==> src/rtl/fnd_multi_scan_if.sv <==
// Host-side bundle for the multiplexed FND driver: value/mode/strobe in,
// status and scanned digit pins out.
interface fnd_multi_scan_if #(
  parameter int DIGITS = 4,
  parameter int DATA_W = 14
);
  logic [DATA_W-1:0] iValue;
  logic              iLoad;
  logic              display_mode;
  logic              iBlankLZ;
  logic              oBusy;
  logic              oOverflow;
  logic [DIGITS-1:0] oSel;
  logic [6:0]        oSeg;

  modport master (
    output iValue, iLoad, display_mode, iBlankLZ,
    input  oBusy, oOverflow, oSel, oSeg
  );

  modport slave (
    input  iValue, iLoad, display_mode, iBlankLZ,
    output oBusy, oOverflow, oSel, oSeg
  );
endinterface

==> src/rtl/fnd_multi_scan.sv <==
// Multiplexed DIGITS-digit 7-segment driver with hex/decimal display,
// sequential double-dabble conversion, leading-zero blanking and atomic commit.
//
// state  | meaning
// IDLE   | waiting for iLoad; display holds last committed content
// CONV   | one shift-add-3 step per cycle, DATA_W cycles total
// COMMIT | all digit codes and overflow written in one cycle
module fnd_multi_scan #(
  parameter int DIGITS   = 4,
  parameter int DATA_W   = 14,
  parameter int SCAN_DIV = 50000
) (
  input logic              iCLK,
  input logic              inReset,
  fnd_multi_scan_if.slave  bus
);

  localparam int BCD_W  = 4 * DIGITS;
  localparam int IDX_W  = $clog2(DIGITS);
  localparam int CNT_W  = $clog2(DATA_W + 1);
  localparam int SCAN_W = $clog2(SCAN_DIV);
  localparam int EXT_W  = (DATA_W > BCD_W) ? DATA_W : BCD_W;

  typedef enum logic [1:0] {IDLE, CONV, COMMIT} state_t;

  state_t                  r_state;
  logic [DATA_W-1:0]       r_val;
  logic                    r_hex;
  logic                    r_blz;
  logic [BCD_W-1:0]        r_bcd;
  logic                    r_cout;
  logic [CNT_W-1:0]        r_cnt;
  logic                    r_busy;
  logic                    r_ovf;
  logic [DIGITS-1:0][6:0]  r_disp;
  logic [SCAN_W-1:0]       r_scan;
  logic [IDX_W-1:0]        r_idx;
  logic [DIGITS-1:0]       r_sel;
  logic [6:0]              r_seg;

  logic [BCD_W-1:0]        w_bcd_adj;
  logic [EXT_W-1:0]        w_ext;
  logic [BCD_W-1:0]        w_nib_src;
  logic                    w_ovf;
  logic [DIGITS-1:0][6:0]  w_codes;
  logic [DIGITS-1:0][6:0]  w_disp_next;
  logic                    w_tc;
  logic [IDX_W-1:0]        w_idx_next;

  function automatic logic [6:0] seg_decode(input logic [3:0] nib);
    case (nib)
      4'h0: seg_decode = 7'h3F;
      4'h1: seg_decode = 7'h06;
      4'h2: seg_decode = 7'h5B;
      4'h3: seg_decode = 7'h4F;
      4'h4: seg_decode = 7'h66;
      4'h5: seg_decode = 7'h6D;
      4'h6: seg_decode = 7'h7D;
      4'h7: seg_decode = 7'h07;
      4'h8: seg_decode = 7'h7F;
      4'h9: seg_decode = 7'h6F;
      4'hA: seg_decode = 7'h77;
      4'hB: seg_decode = 7'h7C;
      4'hC: seg_decode = 7'h39;
      4'hD: seg_decode = 7'h5E;
      4'hE: seg_decode = 7'h79;
      default: seg_decode = 7'h71;
    endcase
  endfunction

  always_comb begin
    w_bcd_adj = r_bcd;
    for (int k = 0; k < DIGITS; k++) begin
      if (r_bcd[4*k +: 4] >= 4'd5) w_bcd_adj[4*k +: 4] = r_bcd[4*k +: 4] + 4'd3;
    end
  end

  // Hex overflow is any set bit above the displayable nibbles; decimal overflow
  // is the sticky carry shifted out of the top BCD digit.
  assign w_ext     = EXT_W'(r_val);
  assign w_nib_src = r_hex ? w_ext[BCD_W-1:0] : r_bcd;
  assign w_ovf     = r_hex ? |(w_ext >> BCD_W) : r_cout;

  always_comb begin
    logic       lead;
    logic [3:0] nib;
    w_codes = '0;
    lead    = 1'b1;
    nib     = 4'h0;
    for (int k = DIGITS - 1; k >= 0; k--) begin
      nib = w_nib_src[4*k +: 4];
      if (w_ovf)                                   w_codes[k] = 7'h40;
      else if (r_blz && lead && nib == 4'h0 && k != 0) w_codes[k] = 7'h00;
      else                                         w_codes[k] = seg_decode(nib);
      if (nib != 4'h0) lead = 1'b0;
    end
  end

  assign w_disp_next = (r_state == COMMIT) ? w_codes : r_disp;
  assign w_tc        = (r_scan == SCAN_W'(SCAN_DIV - 1));

  always_comb begin
    w_idx_next = r_idx;
    if (w_tc) w_idx_next = (r_idx == IDX_W'(DIGITS - 1)) ? '0 : r_idx + 1'b1;
  end

  always_ff @(posedge iCLK or negedge inReset) begin
    if (!inReset) begin
      r_state <= IDLE;
      r_val   <= '0;
      r_hex   <= 1'b0;
      r_blz   <= 1'b0;
      r_bcd   <= '0;
      r_cout  <= 1'b0;
      r_cnt   <= '0;
      r_busy  <= 1'b0;
      r_ovf   <= 1'b0;
    end else begin
      case (r_state)
        IDLE: begin
          if (bus.iLoad) begin
            r_val  <= bus.iValue;
            r_hex  <= bus.display_mode;
            r_blz  <= bus.iBlankLZ;
            r_bcd  <= '0;
            r_cout <= 1'b0;
            r_cnt  <= CNT_W'(DATA_W - 1);
            if (bus.display_mode) begin
              r_state <= COMMIT;
            end else begin
              r_state <= CONV;
              r_busy  <= 1'b1;
            end
          end
        end
        CONV: begin
          r_bcd  <= {w_bcd_adj[BCD_W-2:0], r_val[DATA_W-1]};
          r_cout <= r_cout | w_bcd_adj[BCD_W-1];
          r_val  <= r_val << 1;
          if (r_cnt == '0) begin
            r_state <= COMMIT;
            r_busy  <= 1'b0;
          end else begin
            r_cnt <= r_cnt - 1'b1;
          end
        end
        COMMIT: begin
          r_ovf   <= w_ovf;
          r_state <= IDLE;
        end
        default: r_state <= IDLE;
      endcase
    end
  end

  // Scan timing is independent of the FSM; a commit only changes what oSeg shows.
  always_ff @(posedge iCLK or negedge inReset) begin
    if (!inReset) begin
      r_disp <= '0;
      r_scan <= '0;
      r_idx  <= '0;
      r_sel  <= DIGITS'(1);
      r_seg  <= 7'h00;
    end else begin
      r_disp <= w_disp_next;
      r_scan <= w_tc ? '0 : r_scan + 1'b1;
      r_idx  <= w_idx_next;
      r_sel  <= DIGITS'(1) << w_idx_next;
      r_seg  <= w_disp_next[w_idx_next];
    end
  end

  assign bus.oBusy     = r_busy;
  assign bus.oOverflow = r_ovf;
  assign bus.oSel      = r_sel;
  assign bus.oSeg      = r_seg;

endmodule

==> src/flat_wrapper.sv <==
// flat-port wrapper written by rule: the top's interface ports become plain ports
module fnd_multi_scan_flat 
#(
  parameter int DIGITS   = 4,
  parameter int DATA_W   = 14,
  parameter int SCAN_DIV = 50000
)
  (iCLK, inReset, bus_iValue, bus_iLoad, bus_display_mode, bus_iBlankLZ, bus_oBusy, bus_oOverflow, bus_oSel, bus_oSeg);
  fnd_multi_scan_if #(.DIGITS(DIGITS), .DATA_W(DATA_W)) bus_i ();
  input logic iCLK;
  input logic inReset;
  input wire logic [$bits(bus_i.iValue)-1:0] bus_iValue;
  input wire logic [$bits(bus_i.iLoad)-1:0] bus_iLoad;
  input wire logic [$bits(bus_i.display_mode)-1:0] bus_display_mode;
  input wire logic [$bits(bus_i.iBlankLZ)-1:0] bus_iBlankLZ;
  output wire logic [$bits(bus_i.oBusy)-1:0] bus_oBusy;
  output wire logic [$bits(bus_i.oOverflow)-1:0] bus_oOverflow;
  output wire logic [$bits(bus_i.oSel)-1:0] bus_oSel;
  output wire logic [$bits(bus_i.oSeg)-1:0] bus_oSeg;
  assign bus_i.iValue = bus_iValue;
  assign bus_i.iLoad = bus_iLoad;
  assign bus_i.display_mode = bus_display_mode;
  assign bus_i.iBlankLZ = bus_iBlankLZ;
  assign bus_oBusy = bus_i.oBusy;
  assign bus_oOverflow = bus_i.oOverflow;
  assign bus_oSel = bus_i.oSel;
  assign bus_oSeg = bus_i.oSeg;
  fnd_multi_scan #(.DIGITS(DIGITS), .DATA_W(DATA_W), .SCAN_DIV(SCAN_DIV)) u_core (.iCLK(iCLK), .inReset(inReset), .bus(bus_i));
endmodule
==> config.mk <==
export PLATFORM = sky130hd
export DESIGN_NAME = fnd_multi_scan_flat
export DESIGN_NICKNAME = d
export VERILOG_FILES = /design/src/rtl/fnd_multi_scan_if.sv /design/src/rtl/fnd_multi_scan.sv /design/src/flat_wrapper.sv
export SDC_FILE = /design/constraint.sdc
export NUM_CORES = 1
export LEC_CHECK = 0
export ABC_AREA = 1
export ABC_CLOCK_PERIOD_IN_PS = 3400
export CAP_MARGIN = 20
export CORE_MARGIN = 1
export CORE_UTILIZATION = 46
export CTS_BUF_LIST = sky130_fd_sc_hd__clkbuf_2 sky130_fd_sc_hd__clkbuf_4 sky130_fd_sc_hd__clkbuf_8
export DETAILED_ROUTE_END_ITERATION = 8
export PLACE_DENSITY = 0.66
export SLEW_MARGIN = 10
export SYNTH_ARGS = -nofsm -noshare
export SYNTH_HDL_FRONTEND = slang
export SYNTH_SLANG_ARGS = --single-unit
==> constraint.sdc <==
create_clock -name iCLK -period 3.4 [get_ports iCLK]
set_input_delay 0.51 -clock iCLK [delete_from_list [all_inputs] [get_ports iCLK]]
set_output_delay 0.51 -clock iCLK [all_outputs]
set_load 0.05 [all_outputs]
## Word level (Yosys, flattened, before mapping)

Memory sizes are Yosys's and may differ from the RTL's.
Cells that the tools add are included.

| operators by class | value |
|---|---|
| $add $sub $neg | 7 |
| order comparisons | 5 |
| equal/unequal tests | 8 |
| shift-type cells | 1 |
| multiplexer cells | 38 |
| bitwise logic cells | 1 |
| reduce and logical (&&, ||, !) cells | 18 |

Operators by type and width:

| cell | count |
|---|---|
| 7-bit 2-to-1 mux | 8 |
| 16-bit 2-to-1 mux | 3 |
| 16-bit one-hot mux with 2 select lines | 1 |
| 28-bit 2-to-1 mux | 1 |
| 14-bit one-hot mux with 2 select lines | 1 |
| 4-bit 2-to-1 mux | 6 |
| 16-bit by 1-bit adder with 16-bit output, second input constant | 1 |
| 4-bit by 2-bit adder with 4-bit output, second input constant | 4 |
| 16-bit equality test, second input constant | 1 |
| 4-bit by 3-bit greater-or-equal comparator with 1-bit output, second input constant | 4 |
| 4-bit zero test | 4 |
| 7-bit binary-select mux with 2-bit select | 1 |
| 14-bit 2-to-1 mux | 1 |
| 2-bit 2-to-1 mux | 5 |
| 4-bit one-hot mux with 2 select lines | 1 |
| 4-bit nonzero test | 2 |
| 1-bit 2-to-1 mux | 7 |
| 2-bit inequality test, second input constant | 3 |
| 2-bit AND reduction | 3 |
| 1-bit logical AND | 5 |
| 2-bit equality test, second input constant | 2 |
| 1-bit one-hot mux with 2 select lines | 2 |
| 2-bit one-hot mux with 2 select lines | 1 |
| 4-bit AND reduction | 1 |
| 10 further kinds | 10 |

| word-level totals | value |
|---|---|
| register bits | 98 |
| bits in read-only memories | 448 |
| bits of input ports | 19 |
| output and inout bits | 13 |
| logic and storage cells | 99 |
| memories kept | 4 |

Memories:

| memory | words | width | read ports | clocked after memory_dff | write ports | RTL line | source |
|---|---|---|---|---|---|---|---|
| (name not given) | 16 | 7 | 1 | 0 | 0 | fnd_multi_scan.sv:51 | `case (nib)` |
| (name not given) | 16 | 7 | 1 | 0 | 0 | fnd_multi_scan.sv:51 |  |
| (name not given) | 16 | 7 | 1 | 0 | 0 | fnd_multi_scan.sv:51 |  |
| (name not given) | 16 | 7 | 1 | 0 | 0 | fnd_multi_scan.sv:51 |  |

## Logic depth before layout (Yosys ltp)

Gate-level depths: netlist of the first run.

| depth | value |
|---|---|
| word-level depth | 11 |
| depth in mapped cells | 17 |
| gate-level depth less buffers | 15 |

## Least setup slack after synthesis of the first run

OpenSTA, ideal clock, no wires.

| timing | value |
|---|---|
| path kind | reg-to-reg |
| start point | register u_core.r_hex |
| end point | register u_core.r_seg[1], in the netlist u_core.bus.oSeg[1] |
| setup time | 0.065 ns |
| data arrival time | 1.931 ns |
| data required time | 3.335 ns |
| slack | 1.404 ns |
| cell stages (with the launch flop) | 14 |
| path buffers | 1 |
| clock period less this slack | 1.996 ns |
| cell sequence | dfrtp_1 -> buf_6 -> o21ai_0 -> inv_1 -> ha_1 -> nand3_2 -> nor2_4 -> nor2_4 -> nand2_1 -> nand2_1 -> nand2_1 -> nand2_1 -> inv_1 -> nand2_1 |

RTL lines:

| element | RTL line | source |
|---|---|---|
| from (decl) | fnd_multi_scan.sv:28 | `logic r_hex;` |
| from (signal assigned) | fnd_multi_scan.sv:123 | `r_hex <= bus.display_mode;` |
| to (signal assigned) | fnd_multi_scan.sv:169 | `r_seg <= w_disp_next[w_idx_next];` |
| to (decl) | fnd_multi_scan.sv:39 | `logic [6:0] r_seg;` |

==> impl_table.tex, run 1 <==
\begin{tabular}{lr}
\hline
Metric & Value \\
\hline
\multicolumn{2}{l}{\textbf{Pwr}} \\
\quad Areal power density over the cells & 911 nW/um\^{}2 \\
\quad Reported leakage power & 3.39 nW \\
\quad Max rail drop VDD & 468 uV \\
\multicolumn{2}{l}{\textbf{Critical path}} \\
\quad Required time reported for the critical path endpoint & 3.73 ns \\
\quad Critical path startpoint category & flop \\
\quad Worst R2R Setup Slack & 0.75 ns \\
\quad Worst r2r src & u\_core.r\_hex \\
\quad Crit path capture type & flop \\
\quad Worst EP arrival & 2.98 ns \\
\quad Length in cells of the worst reg-to-reg path & 12 \\
\quad Critical R2R Capture & u\_core.bus.oSeg[1] \\
\quad Largest fanout on the critical path & 21 \\
\quad Worst Path Class, Setup & reg -> reg \\
\multicolumn{2}{l}{\textbf{Flow run}} \\
\quad Total of max-cap violations & 0 \\
\multicolumn{2}{l}{\textbf{Synth}} \\
\quad Total standard cell area after synthesis & 6040 um\^{}2 \\
\quad Count of synthesis-stage warnings from yosys & 0 \\
\quad Cells after Synth & 807 \\
\quad Syn Area/Cell & 7.49 um\^{}2 \\
\quad Synthesized netlist net count & 861 \\
\quad Number of synthesized register bits & 98 \\
\quad Fraction of the yosys area taken by sequential cells & 0.406 \\
\quad Proportion of synthesized flip-flops having asynchronous set or reset & 1.00 \\
\quad Number of flops mapped to enable cells by yosys & 0 \\
\quad Count of different cell masters after synthesis & 40 \\
\quad Prevailing post-synth register cell & dfrtp\_1 \\
\multicolumn{2}{l}{\textbf{Route}} \\
\quad Number of optimization iterations in the first detailed-route pass & 5 \\
\quad Post-DRT Antenna Nets & 0 \\
\quad Post-detailed-route wirelength per cell & 13.6 um \\
\quad Vias per cell & 5.05 \\
\quad Iter 0 DRT Violations & 370 \\
\quad Via count & 5126 \\
\quad Wirelength, routed & 13.8 mm \\
\quad DRC violation count after routing & 0 \\
\multicolumn{2}{l}{\textbf{Placed design}} \\
\quad Number of buffer cells added on primary ports & 31 \\
\quad Hpwl dp & 10.5 mm \\
\quad Final weighted congestion of routability-driven global placement & 0.923 \\
\multicolumn{2}{l}{\textbf{Status}} \\
\quad Status & finished, final reports clean \\
\multicolumn{2}{l}{\textbf{Die}} \\
\quad Placement Rows & 41 \\
\quad Core box area & 12700 um\^{}2 \\
\quad Die outline area & 13600 um\^{}2 \\
\quad Starting Density & 0.475 \\
\quad Die span in x & 117 um \\
\quad Overall die height & 117 um \\
\quad I/O pins & 32 \\
\multicolumn{2}{l}{\textbf{Timing}} \\
\quad Final number of max-transition violations & 0 \\
\quad RSZ-0062 raised after global routing & no \\
\quad Final period util & 0.779 \\
\quad Shortest period the worst path allows & 2.65 ns \\
\quad Hold slack final & 0.112 ns \\
\quad Relative max-transition margin & 0.504 \\
\quad Highest clock rate & 378 MHz \\
\quad Post-Route Skew & 0.0169 ns \\
\quad Slew at the pin with the worst max-slew slack & 0.736 ns \\
\quad Fin Setup TNS & 0 ns \\
\quad Final Hold Vio Count & 0 \\
\quad Number of failing setup endpoints in the final timing report & 0 \\
\multicolumn{2}{l}{\textbf{Clock tree}} \\
\quad Clock latency of the later-clocked register in the worst-skew pair & 0.39 ns \\
\quad Clock tree from TritonCTS & built \\
\quad Sinks on Clock Net & 98 \\
\quad Clock buffers created by TritonCTS & 9 \\
\quad Quantity of hold-fixing buffers added after cts & 0 \\
\quad Clock transition at the registers of the reported paths & 0.10 ns \\
\quad CTS Root Cell & clkbuf\_8 \\
\quad Post-CTS setup repair buffer count & 0 \\
\quad Post-cts gate resize count & 0 \\
\quad H-tree depth & 3 \\
\quad CTS Buffer Depth & 2 \\
\multicolumn{2}{l}{\textbf{Global route}} \\
\quad All-layer global routing usage & 0.222 \\
\quad Maximum number of pins on one net before global-route repair & 53 \\
\quad Wire length of the first global-routing pass & 23.4 mm \\
\quad Number of global-route vias before repair & 4872 \\
\quad Initial antenna violation count & 0 \\
\quad GRT Residual Overflow & 0 \\
\multicolumn{2}{l}{\textbf{Final layout}} \\
\quad Number of nets in the layout & 893 \\
\quad Area growth syn-to-layout & 11.2\% \\
\quad Fraction of final layout cells with drive strength greater than 1 & 0.0985 \\
\quad \# diodes & 0 \\
\multicolumn{2}{l}{\textbf{Hold path}} \\
\quad Type of the worst min-delay path & in -> async \\
\hline
\end{tabular}
-- cell usage after synthesis, types with 3 or more instances --
cell type	instances	area, um^2
buf_6	3	33.8
nand3_1	75	375
ha_1	35	438
o21ai_1	6	30.0
o32ai_1	3	26.3
nor2_4	7	78.8
o21ai_0	39	195
nor2_2	5	31.3
nand2_4	6	67.6
buf_2	7	35.0
a21oi_1	30	150
inv_1	108	405
nor2_1	83	312
nand4_1	9	56.3
or2_2	8	50.1
o21ai_2	6	52.6
nand2_2	19	119
o22ai_1	19	119
nor3_1	8	40.0
xor2_1	6	52.6
inv_2	6	22.5
clkbuf_1	4	15.0
nand2_1	197	739
dfrtp_1	97	2430
-- per-stage QoR --
step	util	cells	setup WS [ns]	total power, mW	area (um^2)
after CTS	0.528	1015	0.745	6.13	6720
after global routing	0.528	1015	0.468	6.74	6720
final	0.528	1015	0.753	6.12	6720
after global placement	0.513	1000	0.748	5.25	6530
after detailed placement	0.513	1000	0.757	5.35	6530
after floorplan	-	807	1.40	4.51	6040
-- registers in the layout (all words and copies together) (netlist names) --
name,count
u_core.bus.oBusy,1
u_core.bus.oOverflow,1
u_core.bus.oSeg,7
u_core.bus.oSel,4
u_core.r_bcd,16
u_core.r_blz,1
u_core.r_cnt,4
u_core.r_cout,1
u_core.r_disp,28
u_core.r_hex,1
u_core.r_idx,2
u_core.r_scan,16
u_core.r_state,2
u_core.r_val,14
-- routing by layer --
metal  track usage  vias to the layer above  routed length [um]
met5             0                        -                   0
met4        0.0937                        0                 306
met3        0.0285                       21                 429
met2         0.352                      108                6210
met1         0.307                     2365                6850
li1              -                     2632                   -
-- power by group --
part / internal, mW / total, mW / switching [mW] / leakage [nW]
Clock: 0.356 / 0.768 / 0.412 / 0.101
Combinational: 1.16 / 3.47 / 2.31 / 2.10
Sequential: 1.61 / 1.88 / 0.271 / 1.19
Total: 3.13 / 6.12 / 3.00 / 3.39
-- cell families after synthesis --
logic type / count (synthesis) / synth area share
fa+ha+maj: 35 / 0.0725
xor+xnor: 8 / 0.0116
simple gates: 425 / 0.320
flops: 98 / 0.406
compound gates: 109 / 0.102
buf+inv: 132 / 0.0878
-- placed cells by master, fill, tap and decap left out, drive strengths merged, types with 9 or more instances in the layout --
cell           synthesis  final
nand3                 77     77
nor3                   9      9
dfrtp                 97     97
clkdlybuf4s50          0     30
nor2                  95     95
o21ai                 51     51
clkbuf                 4     11
nand2                222    222
or2                    9      9
nand4                  9      9
ha                    35     35
o22ai                 19     19
a21oi                 30     30
inv                  114    115
-- how the worst max path moves through the flow --
stage | slack (ns) | startpoint | cells after the start | to
4_1_cts | 0.74 | u_core.r_hex | 12 | u_core.bus.oSeg[1]
6_report | 0.75 | u_core.r_hex | 12 | u_core.bus.oSeg[1]
3_3_place_gp | 0.75 | bus_iLoad | 7 | u_core.bus.oBusy
2_1_floorplan | 1.40 | u_core.r_hex | 13 | u_core.bus.oSeg[1]
3_5_place_dp | 0.76 | u_core.r_hex | 12 | u_core.bus.oSeg[1]
5_1_grt | 0.47 | u_core.r_hex | 12 | u_core.bus.oSeg[1]
-- cell type report --
type	instances	area, um^2
Timing Repair Buffer	37	365
Clock inverter	4	52.6
Tap cell	172	215
Inverter	116	435
Fill cell	1292	6000
Clock buffer	11	139
Multi-Input combinational cell	577	3060
Sequential cell	98	2450
-- critical path, stage by stage, from the launching register on --
cell and delay, ns:
dfrtp_1 0.64, o21ai_0 0.72, inv_1 0.21, ha_1 0.29
nand3_2 0.12, nor2_4 0.06, nor2_4 0.14, nand2_1 0.10
nand2_1 0.09, nand2_1 0.08, nand2_1 0.07, inv_1 0.03
nand2_1 0.05
No activity file was read; power rests on OpenSTA's default activity.
==> run 2, diff against run 1 <==
--- a/config.mk
+++ b/config.mk
@@ -6,7 +6,7 @@
 export NUM_CORES = 1
 export LEC_CHECK = 0
 export ABC_AREA = 1
-export ABC_CLOCK_PERIOD_IN_PS = 3400
+export ABC_CLOCK_PERIOD_IN_PS = 2510
 export CAP_MARGIN = 20
 export CORE_MARGIN = 1
 export CORE_UTILIZATION = 46
==> constraint.sdc (replaced) <==
create_clock -name iCLK -period 2.51 [get_ports iCLK]
set_input_delay 0.3765 -clock iCLK [delete_from_list [all_inputs] [get_ports iCLK]]
set_output_delay 0.3765 -clock iCLK [all_outputs]
set_load 0.05 [all_outputs]
==> impl_table.tex, run 2 (synthesis results as in run 1) <==
\begin{tabular}{lr}
\hline
Metric & Value \\
\hline
\multicolumn{2}{l}{\textbf{Timing}} \\
\quad Shortest period the worst path allows & 2.29 ns \\
\quad Relative max-transition margin & 0.427 \\
\quad Highest clock rate & 437 MHz \\
\quad Fin Setup TNS & 0 ns \\
\quad Number of failing setup endpoints in the final timing report & 0 \\
\quad Final period util & 0.911 \\
\quad Final Hold Vio Count & 0 \\
\quad Slew at the pin with the worst max-slew slack & 0.857 ns \\
\quad RSZ-0062 raised after global routing & no \\
\quad Post-Route Skew & 0.0120 ns \\
\quad Final number of max-transition violations & 0 \\
\quad Hold slack final & 0.0131 ns \\
\multicolumn{2}{l}{\textbf{Route}} \\
\quad Top Layer Used & met4 \\
\quad DRC violation count after routing & 0 \\
\quad Iter 0 DRT Violations & 355 \\
\quad Post-DRT Antenna Nets & 0 \\
\quad Number of optimization iterations in the first detailed-route pass & 5 \\
\quad Wirelength, routed & 13.7 mm \\
\quad Via count & 5243 \\
\quad Met1 wire length & 6.54 mm \\
\quad Post-detailed-route wirelength per cell & 13.4 um \\
\quad Met3 wire len & 617 um \\
\quad Vias per cell & 5.15 \\
\quad Detailed route wirelength on metal2 & 6.20 mm \\
\multicolumn{2}{l}{\textbf{Die}} \\
\quad Starting Density & 0.475 \\
\quad Die span in x & 117 um \\
\quad Core box area & 12700 um\^{}2 \\
\quad Die outline area & 13600 um\^{}2 \\
\quad Overall die height & 117 um \\
\quad Placement Rows & 41 \\
\quad I/O pins & 32 \\
\multicolumn{2}{l}{\textbf{Clock tree}} \\
\quad CTS Root Cell & clkbuf\_8 \\
\quad Post-cts gate resize count & 0 \\
\quad Clock tree from TritonCTS & built \\
\quad Quantity of hold-fixing buffers added after cts & 0 \\
\quad Clock latency of the later-clocked register in the worst-skew pair & 0.38 ns \\
\quad Sinks on Clock Net & 98 \\
\quad Post-CTS setup repair buffer count & 0 \\
\quad Clock buffers created by TritonCTS & 9 \\
\quad H-tree depth & 3 \\
\quad Clock transition at the registers of the reported paths & 0.10 ns \\
\quad CTS Buffer Depth & 2 \\
\multicolumn{2}{l}{\textbf{Final layout}} \\
\quad Flip-flop count of the largest register, all copies and words added & 28 \\
\quad Non-filler instance count after layout & 1019 \\
\quad Top reg by flops & u\_core.r\_disp \\
\quad Number of nets in the layout & 896 \\
\quad Leading cell type in the layout, fill and taps excluded & nand2\_1 \\
\quad Filler instances & 1271 \\
\quad Area growth syn-to-layout & 11.8\% \\
\quad Fraction of final layout cells with drive strength greater than 1 & 0.103 \\
\quad \# diodes & 0 \\
\quad Commonest cells after routing, fill and taps aside & nand2\_1 (197), inv\_1 (108), dfrtp\_1 (97) \\
\quad Leading registers by flop count & u\_core.r\_disp x28, u\_core.r\_bcd x16, u\_core.r\_scan x16 \\
\multicolumn{2}{l}{\textbf{Critical path}} \\
\quad Required time reported for the critical path endpoint & 2.84 ns \\
\quad Largest fanout on the critical path & 6 \\
\quad Crit path capture type & flop \\
\quad Slowest stage delay, CP & 0.43 ns \\
\quad Worst EP arrival & 2.62 ns \\
\quad Slowest stage cell, crit path & dfrtp\_1 \\
\quad Length in cells of the worst reg-to-reg path & 15 \\
\quad Worst Path Class, Setup & reg -> reg \\
\quad CP Cell Sequence & buf\_4 > o21ai\_2 > inv\_1 > ha\_1 > nand2\_2 > inv\_1 > nand2\_1 > nor2\_4 > nor2\_4 > nand2\_1 > nand2\_1 > nand2\_1 > nand2\_1 > inv\_1 > nand2\_1 \\
\quad Cell type with the highest occurrence count on the critical path & nand2\_1 \\
\quad Critical path startpoint category & flop \\
\multicolumn{2}{l}{\textbf{Global route}} \\
\quad Wire length of the first global-routing pass & 23.0 mm \\
\quad Initial antenna violation count & 0 \\
\quad All-layer global routing usage & 0.218 \\
\quad GRT Residual Overflow & 0 \\
\quad Number of global-route vias before repair & 5117 \\
\quad Maximum number of pins on one net before global-route repair & 99 \\
\multicolumn{2}{l}{\textbf{Hold path}} \\
\quad Type of the worst min-delay path & in -> async \\
\multicolumn{2}{l}{\textbf{Pwr}} \\
\quad Switching part of the total power & 0.489 \\
\quad Flop pwr share & 0.300 \\
\quad Clock network fraction of total power & 0.130 \\
\quad Internal power contribution & 4.29 mW \\
\quad Max rail drop VDD & 605 uV \\
\quad Reported leakage power & 3.41 nW \\
\quad Combinational power share & 0.570 \\
\quad Psw & 4.11 mW \\
\quad Areal power density over the cells & 1240 nW/um\^{}2 \\
\multicolumn{2}{l}{\textbf{Status}} \\
\quad Status & finished, final reports clean \\
\multicolumn{2}{l}{\textbf{Placed design}} \\
\quad Number of buffer cells added on primary ports & 31 \\
\quad Hpwl dp & 10.1 mm \\
\quad Number of cells after detailed placement & 1003 \\
\quad Final weighted congestion of routability-driven global placement & 0.890 \\
\multicolumn{2}{l}{\textbf{Flow run}} \\
\quad Total of max-cap violations & 0 \\
\hline
\end{tabular}
run 2: changes by cell type in the layout (fill, tap and decap cells not counted), sizes merged:
cell	before	now
clkbuf	11	10
inv	115	117
buf	7	10
run 2: critical path, delay by kind of cell, from the launching register on:
kind,cells,cell delay (ns)
AO/OA/AOI/OAI,1,0.29
AND/OR/NAND/NOR,9,0.92
adder cells (fa/ha/maj),1,0.21
flip-flops,1,0.43
buffers and inverters,4,0.39
run 2: worst paths after layout:
check / start / endpoint / slack [ns]
max in group asynchronous: inReset / u_core.r_val[11] / 2.06
hold / removal: inReset / u_core.r_scan[9] / 0.01
setup / recovery: u_core.r_hex / u_core.bus.oSeg[1] / 0.22
setup reg to reg: u_core.r_hex / u_core.bus.oSeg[1] / 0.22
min in group iCLK: u_core.r_scan[0] / u_core.r_scan[0] / 0.47
hold reg to reg: u_core.r_scan[0] / u_core.r_scan[0] / 0.47
run 2: cell type report:
type / count / area [um^2] / share of cell area
Tap cell: 172 / 215 / 0.0318
Clock inverter: 6 / 70.1 / 0.0104
Multi-Input combinational cell: 577 / 3060 / 0.453
Sequential cell: 98 / 2450 / 0.363
Clock buffer: 10 / 138 / 0.0204
Inverter: 116 / 435 / 0.0644
Timing Repair Buffer: 40 / 388 / 0.0574
run 2: power by group through the flow:
| stage | sequential (mW) | combinational, mW | clock, mW |
|---|---|---|---|
| after detailed placement | 2.55 | 4.73 | 0 |
| final | 2.52 | 4.79 | 1.09 |
| after global routing | 2.59 | 5.45 | 1.18 |
| after CTS | 2.52 | 4.75 | 1.13 |
| after floorplan | 2.70 | 3.40 | 0 |
| after global placement | 2.53 | 4.58 | 0 |
run 2: metrics by stage:
stage                      util  area [um^2]  setup slack [ns]  total power, mW
final                     0.531         6760             0.223             8.40
after global routing      0.531         6760           0.00718             9.22
after CTS                 0.531         6760             0.157             8.40
after detailed placement  0.515         6550            0.0436             7.28
after global placement    0.515         6550             0.119             7.11
after floorplan               -         6040             0.514             6.11
run 2: per-layer routing:
layer / up-vias / GRT usage
met5: - / 0
met2: 138 / 0.361
li1: 2640 / -
met1: 2442 / 0.285
met3: 23 / 0.0322
met4: 0 / 0.0911
